<file path="config.mk">
export PLATFORM = sky130hd
export DESIGN_NAME = fpu_wb_stage
export DESIGN_NICKNAME = d
export VERILOG_FILES = /design/src/rtl/fpu_pkg.sv /design/src/rtl/fp_csr_file.sv /design/src/rtl/fpu_wb_stage.sv
export SDC_FILE = /design/constraint.sdc
export NUM_CORES = 1
export LEC_CHECK = 0
export BUFFER_PORTS_ARGS = -buffer_cell sky130_fd_sc_hd__buf_2
export CAP_MARGIN = 20
export CELL_PAD_IN_SITES_DETAIL_PLACEMENT = 1
export CELL_PAD_IN_SITES_GLOBAL_PLACEMENT = 2
export CORE_MARGIN = 2
export CORE_UTILIZATION = 28
export DETAILED_ROUTE_END_ITERATION = 8
export PLACE_DENSITY = 0.81
export SETUP_SLACK_MARGIN = 0.4
export SYNTH_ARGS = -nofsm -noshare
export SYNTH_HDL_FRONTEND = slang
export SYNTH_HIERARCHICAL = 1
export SYNTH_SLANG_ARGS = --single-unit
</file>
<file path="constraint.sdc">
create_clock -name clk -period 2.6 [get_ports clk]
set_input_delay 0.65 -clock clk [delete_from_list [all_inputs] [get_ports clk]]
set_output_delay 0.65 -clock clk [all_outputs]
set_load 0.1 [all_outputs]
</file>
<file path="src/rtl/fpu_pkg.sv">
// fpu_pkg: shared types and constants for the FPU writeback stage.
//   csr_op_e        CSR access kind (none/write/set/clear)
//   CSR_* addresses fflags / frm / fcsr
//   FLAG_* indices  bit positions inside fflags {NV,DZ,OF,UF,NX}
//   FRM_* codes     rounding-mode encodings
//   wb_entry_t      one buffered writeback entry
//   buf_state_e     occupancy of the 2-entry skid buffer
package fpu_pkg;

   localparam int XLEN    = 32;
   localparam int RADDR_W = 5;
   localparam int FLAGS_W = 5;

   typedef enum logic [1:0] {
      CSR_NONE  = 2'b00,
      CSR_WRITE = 2'b01,
      CSR_SET   = 2'b10,
      CSR_CLEAR = 2'b11
   } csr_op_e;

   localparam logic [11:0] CSR_FFLAGS = 12'h001;
   localparam logic [11:0] CSR_FRM    = 12'h002;
   localparam logic [11:0] CSR_FCSR   = 12'h003;

   localparam int FLAG_NV = 4;
   localparam int FLAG_DZ = 3;
   localparam int FLAG_OF = 2;
   localparam int FLAG_UF = 1;
   localparam int FLAG_NX = 0;

   localparam logic [2:0] FRM_RNE = 3'd0;
   localparam logic [2:0] FRM_RTZ = 3'd1;
   localparam logic [2:0] FRM_RDN = 3'd2;
   localparam logic [2:0] FRM_RUP = 3'd3;
   localparam logic [2:0] FRM_RMM = 3'd4;
   localparam logic [2:0] FRM_DYN = 3'd7;

   typedef struct packed {
      logic [XLEN-1:0]    data;
      logic [RADDR_W-1:0] rd;
      logic               is_x;
      logic [FLAGS_W-1:0] flags;
      logic               flags_en;
   } wb_entry_t;

   typedef enum logic [1:0] {
      BUF_EMPTY = 2'd0,
      BUF_ONE   = 2'd1,
      BUF_TWO   = 2'd2
   } buf_state_e;

   // Read-modify-write result of a CSR op on an 8-bit fcsr-sized field.
   function automatic logic [7:0] csr_apply(input csr_op_e op,
                                            input logic [7:0] cur,
                                            input logic [7:0] operand);
      logic [7:0] res;
      case (op)
         CSR_WRITE: res = operand;
         CSR_SET:   res = cur | operand;
         CSR_CLEAR: res = cur & ~operand;
         default:   res = cur;
      endcase
      return res;
   endfunction

   // 101/110/111 are reserved rounding-mode encodings.
   function automatic logic frm_reserved(input logic [2:0] mode);
      return (mode == 3'd5) || (mode == 3'd6) || (mode == 3'd7);
   endfunction

endpackage

</file>
<file path="src/rtl/fp_csr_file.sv">
// fp_csr_file: RV32F fflags/frm state.
//   csr_op/csr_addr/csr_wdata  CSR access request
//   ret_valid/ret_flags        flags of the op retiring this cycle
//   csr_hit/csr_rdata          decode hit and read value (retiring flags bypassed)
//   frm/frm_invalid/fflags     current state
module fp_csr_file
   import fpu_pkg::*;
(
   input  logic               clk,
   input  logic               rst_n,
   input  logic [1:0]         csr_op,
   input  logic [11:0]        csr_addr,
   input  logic [XLEN-1:0]    csr_wdata,
   input  logic               ret_valid,
   input  logic [FLAGS_W-1:0] ret_flags,
   output logic               csr_hit,
   output logic [XLEN-1:0]    csr_rdata,
   output logic [2:0]         frm,
   output logic               frm_invalid,
   output logic [FLAGS_W-1:0] fflags
);

   logic [FLAGS_W-1:0] fflags_q, fflags_d;
   logic [2:0]         frm_q, frm_d;
   logic [FLAGS_W-1:0] ret_s;
   logic [FLAGS_W-1:0] flags_byp_s;
   logic [7:0]         cur_s;
   logic [7:0]         res_s;
   csr_op_e            op_s;
   logic               unused_wdata_s;

   assign unused_wdata_s = ^csr_wdata[XLEN-1:8];

   // Decode, bypass of retiring flags, and next-state computation.
   always_comb begin
      op_s        = csr_op_e'(csr_op);
      ret_s       = ret_valid ? ret_flags : {FLAGS_W{1'b0}};
      // The retiring op is older than the CSR access, so it is seen first.
      flags_byp_s = fflags_q | ret_s;
      csr_hit     = 1'b0;
      cur_s       = 8'h00;
      case (csr_addr)
         CSR_FFLAGS: begin
            csr_hit = 1'b1;
            cur_s   = {3'b000, flags_byp_s};
         end
         CSR_FRM: begin
            csr_hit = 1'b1;
            cur_s   = {5'b00000, frm_q};
         end
         CSR_FCSR: begin
            csr_hit = 1'b1;
            cur_s   = {frm_q, flags_byp_s};
         end
         default: begin
            csr_hit = 1'b0;
            cur_s   = 8'h00;
         end
      endcase
      csr_rdata = {{(XLEN-8){1'b0}}, cur_s};
      res_s     = csr_apply(op_s, cur_s, csr_wdata[7:0]);

      fflags_d = flags_byp_s;
      frm_d    = frm_q;
      if (csr_hit && (op_s != CSR_NONE)) begin
         case (csr_addr)
            // Retiring flags are re-ORed so a clear cannot erase them.
            CSR_FFLAGS: fflags_d = res_s[4:0] | ret_s;
            CSR_FRM:    frm_d    = res_s[2:0];
            CSR_FCSR: begin
               fflags_d = res_s[4:0] | ret_s;
               frm_d    = res_s[7:5];
            end
            default: begin
               fflags_d = flags_byp_s;
               frm_d    = frm_q;
            end
         endcase
      end else begin
         fflags_d = flags_byp_s;
         frm_d    = frm_q;
      end
   end

   // fflags / frm state registers.
   always_ff @(posedge clk or negedge rst_n) begin
      if (!rst_n) begin
         fflags_q <= {FLAGS_W{1'b0}};
         frm_q    <= FRM_RNE;
      end else begin
         fflags_q <= fflags_d;
         frm_q    <= frm_d;
      end
   end

   assign fflags      = fflags_q;
   assign frm         = frm_q;
   assign frm_invalid = frm_reserved(frm_q);

endmodule

</file>
<file path="src/rtl/fpu_wb_stage.sv">
// fpu_wb_stage: FPU writeback stage.
//   ex_*     result from FPU/convert, handshake ex_valid/ex_ready
//   stall    downstream hold, flush discards everything buffered and incoming
//   wb_*     head entry, steered to integer (wb_to_x) or FP (wb_to_f) regfile
//   csr_*    fcsr access port; frm/frm_invalid/fflags current fcsr state
module fpu_wb_stage
   import fpu_pkg::*;
(
   input  logic               clk,
   input  logic               rst_n,
   input  logic               ex_valid,
   output logic               ex_ready,
   input  logic [XLEN-1:0]    ex_res,
   input  logic               ex_cmp,
   input  logic               ex_cmp_op,
   input  logic [RADDR_W-1:0] ex_rd,
   input  logic               ex_rd_is_x,
   input  logic [FLAGS_W-1:0] ex_fflags,
   input  logic               ex_flags_en,
   input  logic               stall,
   input  logic               flush,
   output logic               wb_valid,
   output logic [XLEN-1:0]    wb_data,
   output logic [RADDR_W-1:0] wb_rd,
   output logic               wb_to_x,
   output logic               wb_to_f,
   input  logic [1:0]         csr_op,
   input  logic [11:0]        csr_addr,
   input  logic [XLEN-1:0]    csr_wdata,
   output logic               csr_hit,
   output logic [XLEN-1:0]    csr_rdata,
   output logic [2:0]         frm,
   output logic               frm_invalid,
   output logic [FLAGS_W-1:0] fflags
);

   buf_state_e state_q, state_d;
   wb_entry_t  head_q, head_d;
   wb_entry_t  tail_q, tail_d;
   logic       ready_q, ready_d;
   wb_entry_t  new_s;
   logic       accept_s;
   logic       pop_s;

   assign wb_valid = (state_q != BUF_EMPTY) && !flush;
   assign pop_s    = wb_valid && !stall;
   assign accept_s = ex_valid && ready_q && !flush;

   // Build the incoming entry; compares return a zero-extended boolean.
   always_comb begin
      new_s.data     = ex_cmp_op ? {{(XLEN-1){1'b0}}, ex_cmp} : ex_res;
      new_s.rd       = ex_rd;
      new_s.is_x     = ex_rd_is_x;
      new_s.flags    = ex_fflags;
      new_s.flags_en = ex_flags_en;
   end

   // Occupancy FSM and entry shifting (head is always the oldest entry).
   always_comb begin
      state_d = state_q;
      head_d  = head_q;
      tail_d  = tail_q;
      if (pop_s) begin
         head_d = tail_q;
      end else begin
         head_d = head_q;
      end
      if (accept_s) begin
         // New entry lands in the head slot if the buffer is (becoming) empty.
         if ((state_q == BUF_EMPTY) || ((state_q == BUF_ONE) && pop_s)) begin
            head_d = new_s;
         end else begin
            tail_d = new_s;
         end
      end else begin
         tail_d = tail_q;
      end
      if (flush) begin
         state_d = BUF_EMPTY;
      end else begin
         case (state_q)
            BUF_EMPTY: state_d = accept_s ? BUF_ONE : BUF_EMPTY;
            BUF_ONE: begin
               if (accept_s && !pop_s) begin
                  state_d = BUF_TWO;
               end else if (!accept_s && pop_s) begin
                  state_d = BUF_EMPTY;
               end else begin
                  state_d = BUF_ONE;
               end
            end
            BUF_TWO:   state_d = pop_s ? BUF_ONE : BUF_TWO;
            default:   state_d = BUF_EMPTY;
         endcase
      end
      ready_d = (state_d != BUF_TWO);
   end

   // Buffer state, entries and registered ready.
   always_ff @(posedge clk or negedge rst_n) begin
      if (!rst_n) begin
         state_q <= BUF_EMPTY;
         head_q  <= '0;
         tail_q  <= '0;
         ready_q <= 1'b1;
      end else begin
         state_q <= state_d;
         head_q  <= head_d;
         tail_q  <= tail_d;
         ready_q <= ready_d;
      end
   end

   assign ex_ready = ready_q;
   assign wb_data  = head_q.data;
   assign wb_rd    = head_q.rd;
   assign wb_to_x  = wb_valid && head_q.is_x;
   assign wb_to_f  = wb_valid && !head_q.is_x;

   fp_csr_file u_csr (
      .clk         (clk),
      .rst_n       (rst_n),
      .csr_op      (csr_op),
      .csr_addr    (csr_addr),
      .csr_wdata   (csr_wdata),
      .ret_valid   (pop_s && head_q.flags_en),
      .ret_flags   (head_q.flags),
      .csr_hit     (csr_hit),
      .csr_rdata   (csr_rdata),
      .frm         (frm),
      .frm_invalid (frm_invalid),
      .fflags      (fflags)
   );

endmodule

</file>
==> results, run 1 <==
- The flow ran to the end, but the final reports show violations.
- The checks that failed: negative setup slack.
- The maximum fanout encountered on the critical timing path is 4.
- The category of the critical setup timing path is in2out.
- The most used flip-flop cell after synthesis is sky130_fd_sc_hd__dfrtp_1.
- Pin placement for this block handled 180 I/O pins.
- The overall overflow remaining after global route is 0.
- The first global-routing pass estimated 27.8 mm of wire.
- The min-delay analysis places its worst path in the category in2async.
- The global routing's busiest layer is met2.
- The tool flagged a number of max-cap violations equal to 0.
- The H-tree was split into 3 levels.
- Dividing the detail-routed via count by the number of cells gives 4.86.
- The share of post-route cells with drive strength above 1 is 0.394.
- The CTS sink count is 99.
- For this run, the post-layout net count is 770.
- The number of hold buffers added after CTS was 0.
- The initial detailed-routing violation count is 149.
- Counting every instance in the synthesized netlist gives 574.
- The longest clock path from root to sink contains 2 buffers.
- The met1 capacity usage during global routing is 0.211.
- At the later pin of the worst-skew pair, clock insertion delay measures 350 ps.
- Total power for the finished layout comes to 0.00653 W.
- In this run the core area contains 52 standard-cell rows.
- The portion of the post-synthesis area used by sequential elements is 0.433.
- In the final layout, flip-flops and latches occupy 2480 um2.
- The average instance area after synthesis is 9.98 um2.
- The total of buffers placed on input and output ports is 131.
- The number of hold violations in the final report was 0.
- For this run, the slowest stage of the critical path takes 570 ps.
- For this run, asynchronously set or reset flops after synthesis account for 1.00.
- The synthesized netlist contains 46 unique library cells.
- The cell area reported after detailed placement is 6640 um2.
- The HPWL after detailed placement is 11.2 mm.
- The slowest stage of the critical path belongs to the cell sky130_fd_sc_hd__or4_4.
- The global-route track usage on met2 is 0.271.
- The met3 demand-to-capacity share in global routing is 0.0342.
- The core utilization of the finished layout is 0.355.
- The vias after detailed routing is 4602.
- The signal on the critical path passes through buf_6 -> or4_4 -> nor2_4 -> nand2_4 -> a211oi_4 -> buf_12.
- The count of flip-flops with a built-in enable after synthesis is 0.
- After routing the design area is 7170 um2.
- The kind of start point of the critical path is an input pin.
- For the worst setup path, the data required time is 1950 ps.
- The overall global routing resource usage is 0.161.
- Measured along the x axis, the die boundary spans 147 um.
- The detailed-router iteration count before antenna repair is 4.
- The maximum resistive drop on vdd is 0.476 mV.
- In the final routed layout, each cell accounts on average for 18.0 um.
- The via count of the first global-routing pass is 5074.
- The worst setup path is captured at an output pin.
- During synthesis, Yosys emitted a total of 6 warnings.
- The number of fill cells in the layout is 2326.
- The final worst clock skew is 7.11 ps.
- The number of CTS-inserted buffers is 9.
- The weighted congestion at the end of routability-driven global placement is 0.771.
- The synthesis-to-layout area growth is 25.1%.
- The post-route setup TNS is -584 ps.
- The total setup violations reported at the end of the flow is 9.
- The worst relative slew slack is 0.634.
- The worst slack on hold paths is 288 ps.
- The post-synthesis cell area is 5730 um2.
- Setup repair after global routing could not meet its margin everywhere.
- The power per unit of standard cell area is 912 nW/um2.
- The count of unresolved DRC violations after routing is 0.
- Once detail routing completed, the nets flagged for antenna violations numbered 0.
- In the finished design, the share of the clock period the worst path needs comes to 1.04.
- The overall routed net length is 17.1 mm.
- In this run, synthesis produced a sequential element count of 99.
- Measured along the y axis, the die boundary spans 147 um.
- Data arrives at the worst endpoint at 2050 ps.
- The post-route minimum period is 2700 ps.
- The die covers 21600 um2.
- The TritonCTS clock tree is yes.
- After clock tree synthesis, the clock-pin slew on the worst setup and hold paths is 60 ps.
- The transition time at the pin with the least slew margin is 549 ps.
- Entering global routing, the biggest net connects 48 pins.
- The number of pins exceeding their max-slew limit in the final report is 0.
- The area of the core region is 20200 um2.
- For this configuration, the core starts out at a cell density of 0.284.
- The area of combinational cells with multiple inputs is 2700 um2.
- The cell sitting at the root of the clock tree is a sky130_fd_sc_hd__clkbuf_16.
- 0 antenna diodes ended up in the layout.
- The initial antenna violation count is 0.
- The leakage power of the design is 3.08 nW.
- Across all setup checks in the final design, the least slack found is -97.2 ps.
- The fmax is 0.371 GHz.
kinds of logic (layout without fill, tap and decap cells):
kind of cell             after synthesis  in the layout  share of synthesized area
adder cells (fa/ha/maj)                1              1                    0.00218
AO/OA/AOI/OAI                        133            133                      0.136
buffers and inverters                119            199                      0.138
AND/OR/NAND/NOR                      167            167                      0.162
XOR/XNOR                               6              6                    0.00917
other                                  1             24                   0.000655
multiplexers                          48             48                      0.120
flip-flops                            99             99                      0.433
layout by cell type, fill, tap and decap left out, types with 2 or more instances in the layout:
cell type                     n
sky130_fd_sc_hd__clkbuf_16    9
sky130_fd_sc_hd__nand3b_1     2
sky130_fd_sc_hd__mux2_1       4
sky130_fd_sc_hd__buf_12      17
sky130_fd_sc_hd__clkbuf_1     3
sky130_fd_sc_hd__clkbuf_8     3
sky130_fd_sc_hd__nor4_1       2
sky130_fd_sc_hd__buf_2      115
sky130_fd_sc_hd__a211oi_4     3
sky130_fd_sc_hd__nor2b_1     32
sky130_fd_sc_hd__a21oi_2      3
sky130_fd_sc_hd__nand3_1     47
sky130_fd_sc_hd__o21ai_0     51
sky130_fd_sc_hd__and4_1       2
sky130_fd_sc_hd__a31oi_1     51
sky130_fd_sc_hd__and2_4       3
sky130_fd_sc_hd__a221oi_1     3
sky130_fd_sc_hd__inv_2        2
sky130_fd_sc_hd__nor2_1       7
sky130_fd_sc_hd__buf_6        5
sky130_fd_sc_hd__conb_1      24
sky130_fd_sc_hd__buf_4       36
sky130_fd_sc_hd__or4_4        4
sky130_fd_sc_hd__mux2_4      40
sky130_fd_sc_hd__mux2i_1      3
sky130_fd_sc_hd__and2_1       4
sky130_fd_sc_hd__nand2_1      3
sky130_fd_sc_hd__dfrtp_2      5
sky130_fd_sc_hd__inv_1        6
sky130_fd_sc_hd__or2_2        2
sky130_fd_sc_hd__nor2_4       5
sky130_fd_sc_hd__xnor2_1      5
sky130_fd_sc_hd__a22oi_1      6
sky130_fd_sc_hd__dfrtp_1     93
sky130_fd_sc_hd__a21oi_1     11
sky130_fd_sc_hd__nor3_1      44
area by class of cell:
class,instances,area share
Multi-Input combinational cell,379,0.377
Sequential cell,99,0.347
Timing Repair Buffer,175,0.182
Tap cell,270,0.0471
Clock buffer,15,0.0388
Clock inverter,1,0.00419
Inverter,8,0.00419
routing by layer:
layer	wire length [um]	vias to the layer above
met1	7900	2300
met2	8040	127
met4	310	0
met3	831	21
li1	-	2154
met5	0	-
power breakdown:
part	internal [W]	switching (W)	total (W)	leakage (nW)
Sequential	0.00198	0.000265	0.00224	1.20
Combinational	0.000751	0.00213	0.00289	1.73
Clock	0.000828	0.000577	0.00140	0.150
registers in the layout (all words and copies together) (netlist names):
name and flops:
u_csr/fflags 5, state_q 2, ex_ready 1, u_csr/frm 3, wb_rd 5, head_q 7
tail_q 44, wb_data 32
worst max-delay path: cells and delay by family:
kind	cells	cell delay, ps
and+or+nand+nor	3	840
AOI/OAI and AO/OA	1	240
buffers and inverters	2	300
cell usage after synthesis (8+ instances only):
master                     number  area share
sky130_fd_sc_hd__dfrtp_1       98        0.43
sky130_fd_sc_hd__buf_4         62       0.081
sky130_fd_sc_hd__nor2b_1       32       0.035
sky130_fd_sc_hd__nor3_1        44       0.038
sky130_fd_sc_hd__o21ai_0       51       0.045
sky130_fd_sc_hd__nand3_1       48       0.042
sky130_fd_sc_hd__a21oi_1       15       0.013
sky130_fd_sc_hd__a31oi_1       51       0.056
sky130_fd_sc_hd__mux2_4        40        0.10
sky130_fd_sc_hd__nor2_1        12      0.0079
sky130_fd_sc_hd__and2_1         8      0.0087
sky130_fd_sc_hd__clkbuf_1      31       0.020
what timing repair did:
action	4_1_cts	5_1_grt
endpoints found under the setup margin	12	15
pin swaps	4	3
gates cloned	1	0
gates resized for setup	12	7
setup buffers	11	2
path summary, 6_finish.rpt:
kind	startpoint	slack [ps]	cells past startpoint	to
max	csr_addr[5]	-100	6	csr_rdata[1]
min	rst_n	290	1	wb_data[5]
max reg2reg	state_q[0]	690	9	u_csr/fflags[2]
min reg2reg	tail_q[6]	500	1	tail_q[6]
max in group asynchronous	rst_n	1680	2	ex_ready
min in group clk	tail_q[6]	500	1	tail_q[6]
metrics by stage:
| step | worst slack (ps) | instances |
|---|---|---|
| floorplan | -519 | 597 |
| global placement | -106 | 917 |
| detailed placement | -147 | 917 |
| CTS | -93.2 | 945 |
| global route | -140 | 947 |
| finish | -97.2 | 947 |
Power figures use the tool's default switching activity.
==> run 2: changes to the inputs <==
==> constraint.sdc (replaced) <==
create_clock -name clk -period 2.6 [get_ports clk]
set_input_delay 0.65 -clock clk [delete_from_list [all_inputs] [get_ports clk]]
set_output_delay 0.65 -clock clk [all_outputs]
set_load 0.01 [all_outputs]
==> results, run 2 (synthesis gave the netlist of run 1 again) <==
- The run finished with clean final reports.
- In this run the standard cell core region covers 20200 um2.
- From bottom edge to top edge, the die measures 147 um.
- In this design, the stage delay of the slowest critical-path cell is 580 ps.
- After clock tree synthesis, the clock-pin slew on the worst setup and hold paths is 70 ps.
- The final total power is 0.00501 W.
- Setup violations remaining at the end of the flow were counted as 0.
- The overall routed net length is 16.9 mm.
- The net count of the finished layout is 759.
- The register name with the most flops is tail_q.
- Dividing the final minimum period by the clock period gives 0.977.
- Entering global routing, the biggest net connects 47 pins.
- Leaving out fill and tap cells, the most frequent cells in the layout are 128 x sky130_fd_sc_hd__buf_2, 96 x sky130_fd_sc_hd__dfrtp_1, 51 x sky130_fd_sc_hd__a31oi_1, 51 x sky130_fd_sc_hd__o21ai_0, 48 x sky130_fd_sc_hd__nand3_1.
- The overall global routing resource usage is 0.156.
- The top cell family by delay on the critical path is simple AND/OR/NAND/NOR gates.
- In this run the core area contains 52 standard-cell rows.
- The transition time at the pin with the least slew margin is 562 ps.
- The post-route minimum period is 2540 ps.
- The path category of the worst min-delay check is in2async.
- The wire-length estimate of the detail-placed layout is 10.9 mm.
- The signal on the critical path passes through buf_6 -> or4_4 -> nor2_4 -> nand2_4 -> a211oi_2 -> buf_2.
- The most common library cell in the layout ignoring fill and taps is sky130_fd_sc_hd__buf_2.
- The power per unit of standard cell area is 741 nW/um2.
- The cell area reported after detailed placement is 6330 um2.
- The overall overflow remaining after global route is 0.
- Across the whole layout, storage elements account for 2480 um2.
- The initial utilization of the core area, before any placement, comes to 0.284.
- The number of pins exceeding their max-slew limit in the final report is 0.
- The number of ports placed on the die boundary is 180.
- The initial antenna violation count is 0.
- The critical path is of the in2out type.
- Buffers placed on the I/O ports in this run total 131.
- For the final routed database, the setup TNS stands at 0 ps.
- The number of fill cells in the layout is 2387.
- The kind of end point of the critical path is an output pin.
- The clock tree root buffer cell is sky130_fd_sc_hd__clkbuf_16.
- The area of combinational cells with multiple inputs is 2620 um2.
- In this run the number of cells on the critical path is 6.
- Clock latency on the worst-skew pair, taken at its later pin, is 350 ps.
- In this run the worst path has a maximum fanout of 4.
- In the routed layout, each cell is associated on average with a via count of 4.90.
- The arrival time of the worst setup path is 1890 ps.
- The post-route antenna net violation count is 0.
- The core utilization of the finished layout is 0.336.
- Setup repair after global routing could not meet its margin everywhere.
- Routability-driven placement finished with a final weighted congestion of 0.837.
- After routing the design area is 6770 um2.
- The first global-routing pass estimated 26.6 mm of wire.
- The cell depth of the worst flop-to-flop path is 8.
- Max-cap violations in this run came to 0.
- The vias after detailed routing is 4583.
- The via count of the first global-routing pass was 4829.
- In the final layout, the share of cells above drive strength 1 is 0.368.
- The required time at the worst-slack endpoint is 1950 ps.
- The leakage power of the design is 2.98 nW.
- The flip-flop count of the largest register after layout is 44.
- The average wire per cell in the routed design is 18.1 um.
- Buffers inserted during clock tree synthesis total 9.
- The maximum resistive drop on vdd is 0.319 mV.
- The die is 147 um wide.
- The deepest clock path buffer count is 2.
- The final worst clock skew is 8.72 ps.
- The worst relative slew slack is 0.625.
- In this run, the number of DRC markers left after iteration 0 of detailed routing was 215.
- The cell with the biggest individual delay on the critical path is sky130_fd_sc_hd__or4_4.
- For this run, the top clock speed supported by timing is 0.394 GHz.
- CTS saw 99 sinks.
- The number of hold violations in the final report is 0.
- Counting both buffers and inverters, the worst setup path holds a total of 2.
- CTS built an H-tree with a depth of 3.
- The number of antenna diodes in the final layout is 0.
- STA classifies the critical path startpoint as an input pin.
- The synthesis-to-layout area growth is 18.1%.
- The count of unresolved DRC violations after routing is 0.
- For this run, the detailed router's first-pass iteration total came to 4.
- The die covers 21600 um2.
- TritonCTS built the clock tree.
[run 2: layer usage]
layer | routed length (um) | part of all wire | vias to the layer above | global-route usage
li1 | - | - | 2147 | -
met1 | 7920 | 0.47 | 2284 | 0.208
met2 | 7940 | 0.47 | 136 | 0.258
met3 | 838 | 0.050 | 16 | 0.0286
met4 | 223 | 0.013 | 0 | 0.0500
met5 | 0 | 0 | - | 0
[run 2: per-stage QoR]
| stage | hold slack, ps | setup WS [ps] | std cells |
|---|---|---|---|
| global route | 134 | 4.82 | 936 |
| detailed placement | 480 | 11.4 | 914 |
| floorplan | 354 | 118 | 597 |
| CTS | 133 | 49.6 | 934 |
| finish | 140 | 59.3 | 936 |
| global placement | 471 | 16.6 | 914 |
[run 2: cell type report]
| class | count | area share |
|---|---|---|
| clock buffers | 10 | 0.0353 |
| clock inverters | 6 | 0.00961 |
| repair buffers | 164 | 0.147 |
| well taps | 270 | 0.0499 |
| multi-input cells | 379 | 0.387 |
| flip-flops and latches | 99 | 0.367 |
| inverters | 8 | 0.00444 |
[run 2: path summary, 6_finish.rpt]
path / end / slack [ps] / from
max in group asynchronous: wb_data[30] / 1860 / rst_n
hold reg to reg: tail_q[11] / 490 / tail_q[11]
setup reg to reg: u_csr/fflags[2] / 730 / state_q[0]
hold / removal: wb_data[7] / 140 / rst_n
setup / recovery: csr_rdata[0] / 60 / csr_addr[5]
min in group clk: tail_q[11] / 490 / tail_q[11]
[run 2: timing repair]
item                       in CTS  in global routing
setup endpoints to repair      12                 17
hold buffers                    0                  0
pin swaps                       5                  5
gates cloned                    0                  1
buffers inserted                4                  1
gates resized for setup        12                  6
[run 2: worst reg2reg max path: cells and delay by family, from the launching register on]
family	cells	cell delay, ps
flip-flops	1	430
buffers and inverters	2	240
AO/OA/AOI/OAI	5	810
AND/OR/NAND/NOR	1	270
[run 2: report_power, final]
part | total, W | internal, W | switching, W
Combinational | 0.00140 | 0.000710 | 0.000689
Clock | 0.00139 | 0.000773 | 0.000620
Sequential | 0.00222 | 0.00197 | 0.000247
Total | 0.00501 | 0.00346 | 0.00156
==> run 3: changes to the inputs <==
--- a/config.mk
+++ b/config.mk
@@ -12,6 +12,7 @@
 export CORE_MARGIN = 2
 export CORE_UTILIZATION = 28
 export DETAILED_ROUTE_END_ITERATION = 8
+export GPL_TIMING_DRIVEN = 0
 export PLACE_DENSITY = 0.81
 export SETUP_SLACK_MARGIN = 0.4
 export SYNTH_ARGS = -nofsm -noshare
==> results, run 3 (synthesis gave the netlist of run 1 again) <==
- The run finished, with violations left.
- The final reports fail on negative setup slack.
- Leaving out fill and tap cells, the most frequent cells in the layout are 129 x sky130_fd_sc_hd__buf_2, 96 x sky130_fd_sc_hd__dfrtp_1, 78 x sky130_fd_sc_hd__buf_4.
- Data arrives at the worst endpoint at 2000 ps.
- The maximum fanout encountered on the critical timing path is 4.
- For this run, the number of standard cells in the final layout without fillers is 1037.
- The floorplan die height is 147 um.
- Once placement finished, the instance area stood at 6910 um2.
- In the finished design, the share of the clock period the worst path needs comes to 1.02.
- The final worst clock skew is 7.38 ps.
- Wires add up to 17.9 mm.
- Setup violations remaining at the end of the flow were counted as 6.
- The multi-input combinational cells in the finished layout cover a total of 2710 um2.
- The finished cells cover 7640 um2.
- The number of nets in the layout is 860.
- The count of standard-cell rows is 52.
- After floorplanning, the core was sized to cover 20200 um2.
- The sequential fraction of design power is 0.428.
- The fmax is 0.377 GHz.
- The category of the critical setup timing path is in2out.
- The cell depth of the worst flop-to-flop path is 9.
- The congestion estimate from routability-driven global placement came to 0.807.
- Fill cells in the final layout number 2421.
- The tightest min-delay check is of the in2async type.
- The share of total power dissipated in combinational logic is 0.316.
- The first-pass GRT wire length is 28.5 mm.
- The most common library cell in the layout ignoring fill and taps is sky130_fd_sc_hd__buf_2.
- The synthesis-to-layout area growth is 33.4%.
- The setup slack at placement is -411 ps.
- The max-cap check violation count is 0.
- The number of pins exceeding their max-slew limit in the final report is 0.
- The final total power is 0.00532 W.
- Dividing the detail-routed via count by the number of cells gives 4.70.
- The analysis attributes to cell leakage a power of 3.44 nW.
- In this run the remaining antenna-violating nets after routing total 0.
- The clock tree root buffer cell is sky130_fd_sc_hd__clkbuf_16.
- The floorplan step defined a die boundary enclosing 21600 um2.
- The number of ports placed on the die boundary is 180.
- The share of post-route cells with drive strength above 1 is 0.425.
- Setup repair after global routing could not meet its margin everywhere.
- The required time at the worst-slack endpoint is 1950 ps.
- The effective utilization at floorplan is 0.284.
- The overall overflow remaining after global route is 0.
- The vias after detailed routing is 4877.
- The worst path in the final design needs a cycle of 2650 ps, including I/O delays and setup.
- Clock latency on the worst-skew pair, taken at its later pin, is 360 ps.
- The slack of the critical path is -50.7 ps.
- The detailed router finished its first iteration with 112 violations.
- The CTS sink count is 99.
- Clock-pin slew was measured on the worst setup and hold paths at 70 ps.
- The total instance count after detailed placement is 998.
- The number of hold violations in the final report is 0.
- The cell internal power dissipation is 0.00368 W.
- The die span in x is 147 um.
- In the final layout, flip-flops and latches occupy 2480 um2.
- The maximum resistive drop on vdd is 0.364 mV.
- For this design, the CTS-stage hold fixing added 0 buffers.
- The average wire per cell in the routed design is 17.3 um.
- The count of unresolved DRC violations after routing is 0.
- The kind of end point of the critical path is an output pin.
- At the pin with the least slew margin, the transition time is 651 ps.
- In this run the tightest slew margin relative to its limit is 0.566.
- Entering global routing, the biggest net connects 55 pins.
- The first detailed-routing pass ran for 4 iterations.
- Of the total power, the clock network draws 0.256.
- The total of buffers placed on input and output ports is 130.
- The switching power summed over all nets is 0.00163 W.
- The overall global routing resource usage is 0.167.
- The H-tree level count is 3.
- The deepest clock path buffer count is 2.
- The flip-flop count of the largest register after layout is 44.
- The TritonCTS clock tree is yes.
- Detailed placement finished with a half-perimeter wire length of 12.5 mm.
- Counting the buffers created by CTS gives 9.
- Of the total power, the share spent switching nets is 0.307.
- Dividing total power by cell area gives a power density of 695 nW/um2.
- The worst slack on hold paths is 306 ps.
- The kind of start point of the critical path is an input pin.
- The via count of the first global-routing pass is 5184.
- The initial antenna violation count was 0.
- The repair_antennas step left the layout with diodes totalling 0.
- Counting flops per register, the top entry is tail_q.
-- run 3: cell count changes in the layout (fill, tap and decap cells not counted), moves of 3 or more --
cell / delta
sky130_fd_sc_hd__clkbuf_1: +28
sky130_fd_sc_hd__buf_8: +7
sky130_fd_sc_hd__clkbuf_8: +3
sky130_fd_sc_hd__a21oi_4: +4
sky130_fd_sc_hd__buf_4: +49
sky130_fd_sc_hd__buf_6: +12
sky130_fd_sc_hd__a21oi_1: -5
-- run 3: per-stage QoR --
step / util / TNS [ps]
after global routing: 0.379 / -592
after CTS: 0.373 / -224
final: 0.379 / -115
after global placement: 0.341 / -28700
after floorplan: - / 0
after detailed placement: 0.342 / -3030
-- run 3: critical path: stages --
cell	delay, ps
sky130_fd_sc_hd__buf_6	90
sky130_fd_sc_hd__or4_4	530
sky130_fd_sc_hd__buf_8	150
sky130_fd_sc_hd__nor2_4	160
sky130_fd_sc_hd__nand2_4	90
sky130_fd_sc_hd__a211oi_2	170
sky130_fd_sc_hd__buf_2	160
-- run 3: power by group through the flow --
stage / combinational, W / clock (W) / sequential (W)
floorplan: 0.00110 / 0 / 0.00219
global placement: 0.00155 / 0 / 0.00225
detailed placement: 0.00159 / 0 / 0.00227
CTS: 0.00167 / 0.00140 / 0.00227
global route: 0.00184 / 0.00145 / 0.00232
finish: 0.00168 / 0.00136 / 0.00228
-- run 3: final cells by class --
class                   count  area share
multi-input cells         379       0.355
plain buffers             111       0.113
clock inverters             2     0.00458
clock buffers              14      0.0332
inverters                   8     0.00426
well taps                 270      0.0442
flip-flops and latches     99       0.325
repair buffers            154       0.122
-- run 3: worst paths after layout --
check                                  endpoint  slack (ps)         from
worst max-delay path               csr_rdata[0]         -50  csr_addr[6]
worst min-delay path                 wb_data[7]         310        rst_n
worst max register to register  u_csr/fflags[1]         660   state_q[1]
worst min register to register        tail_q[5]         500    tail_q[5]
max in group asynchronous              ex_ready        1560        rst_n
min in group clk                     state_q[1]         470        flush
-- run 3: per-layer routing --
| layer | up-vias | track usage | routed length [um] |
|---|---|---|---|
| met4 | 0 | 0.0572 | 378 |
| li1 | 2345 | - | - |
| met5 | - | 0 | 0 |
| met2 | 126 | 0.282 | 8660 |
| met1 | 2383 | 0.219 | 8090 |
| met3 | 23 | 0.0283 | 808 |
-- run 3: repair_timing --
item,in CTS,in global routing
endpoints found under the setup margin,18,21
buffers inserted,12,10
resized for setup,49,12
cloned,1,0
pin swaps,18,7
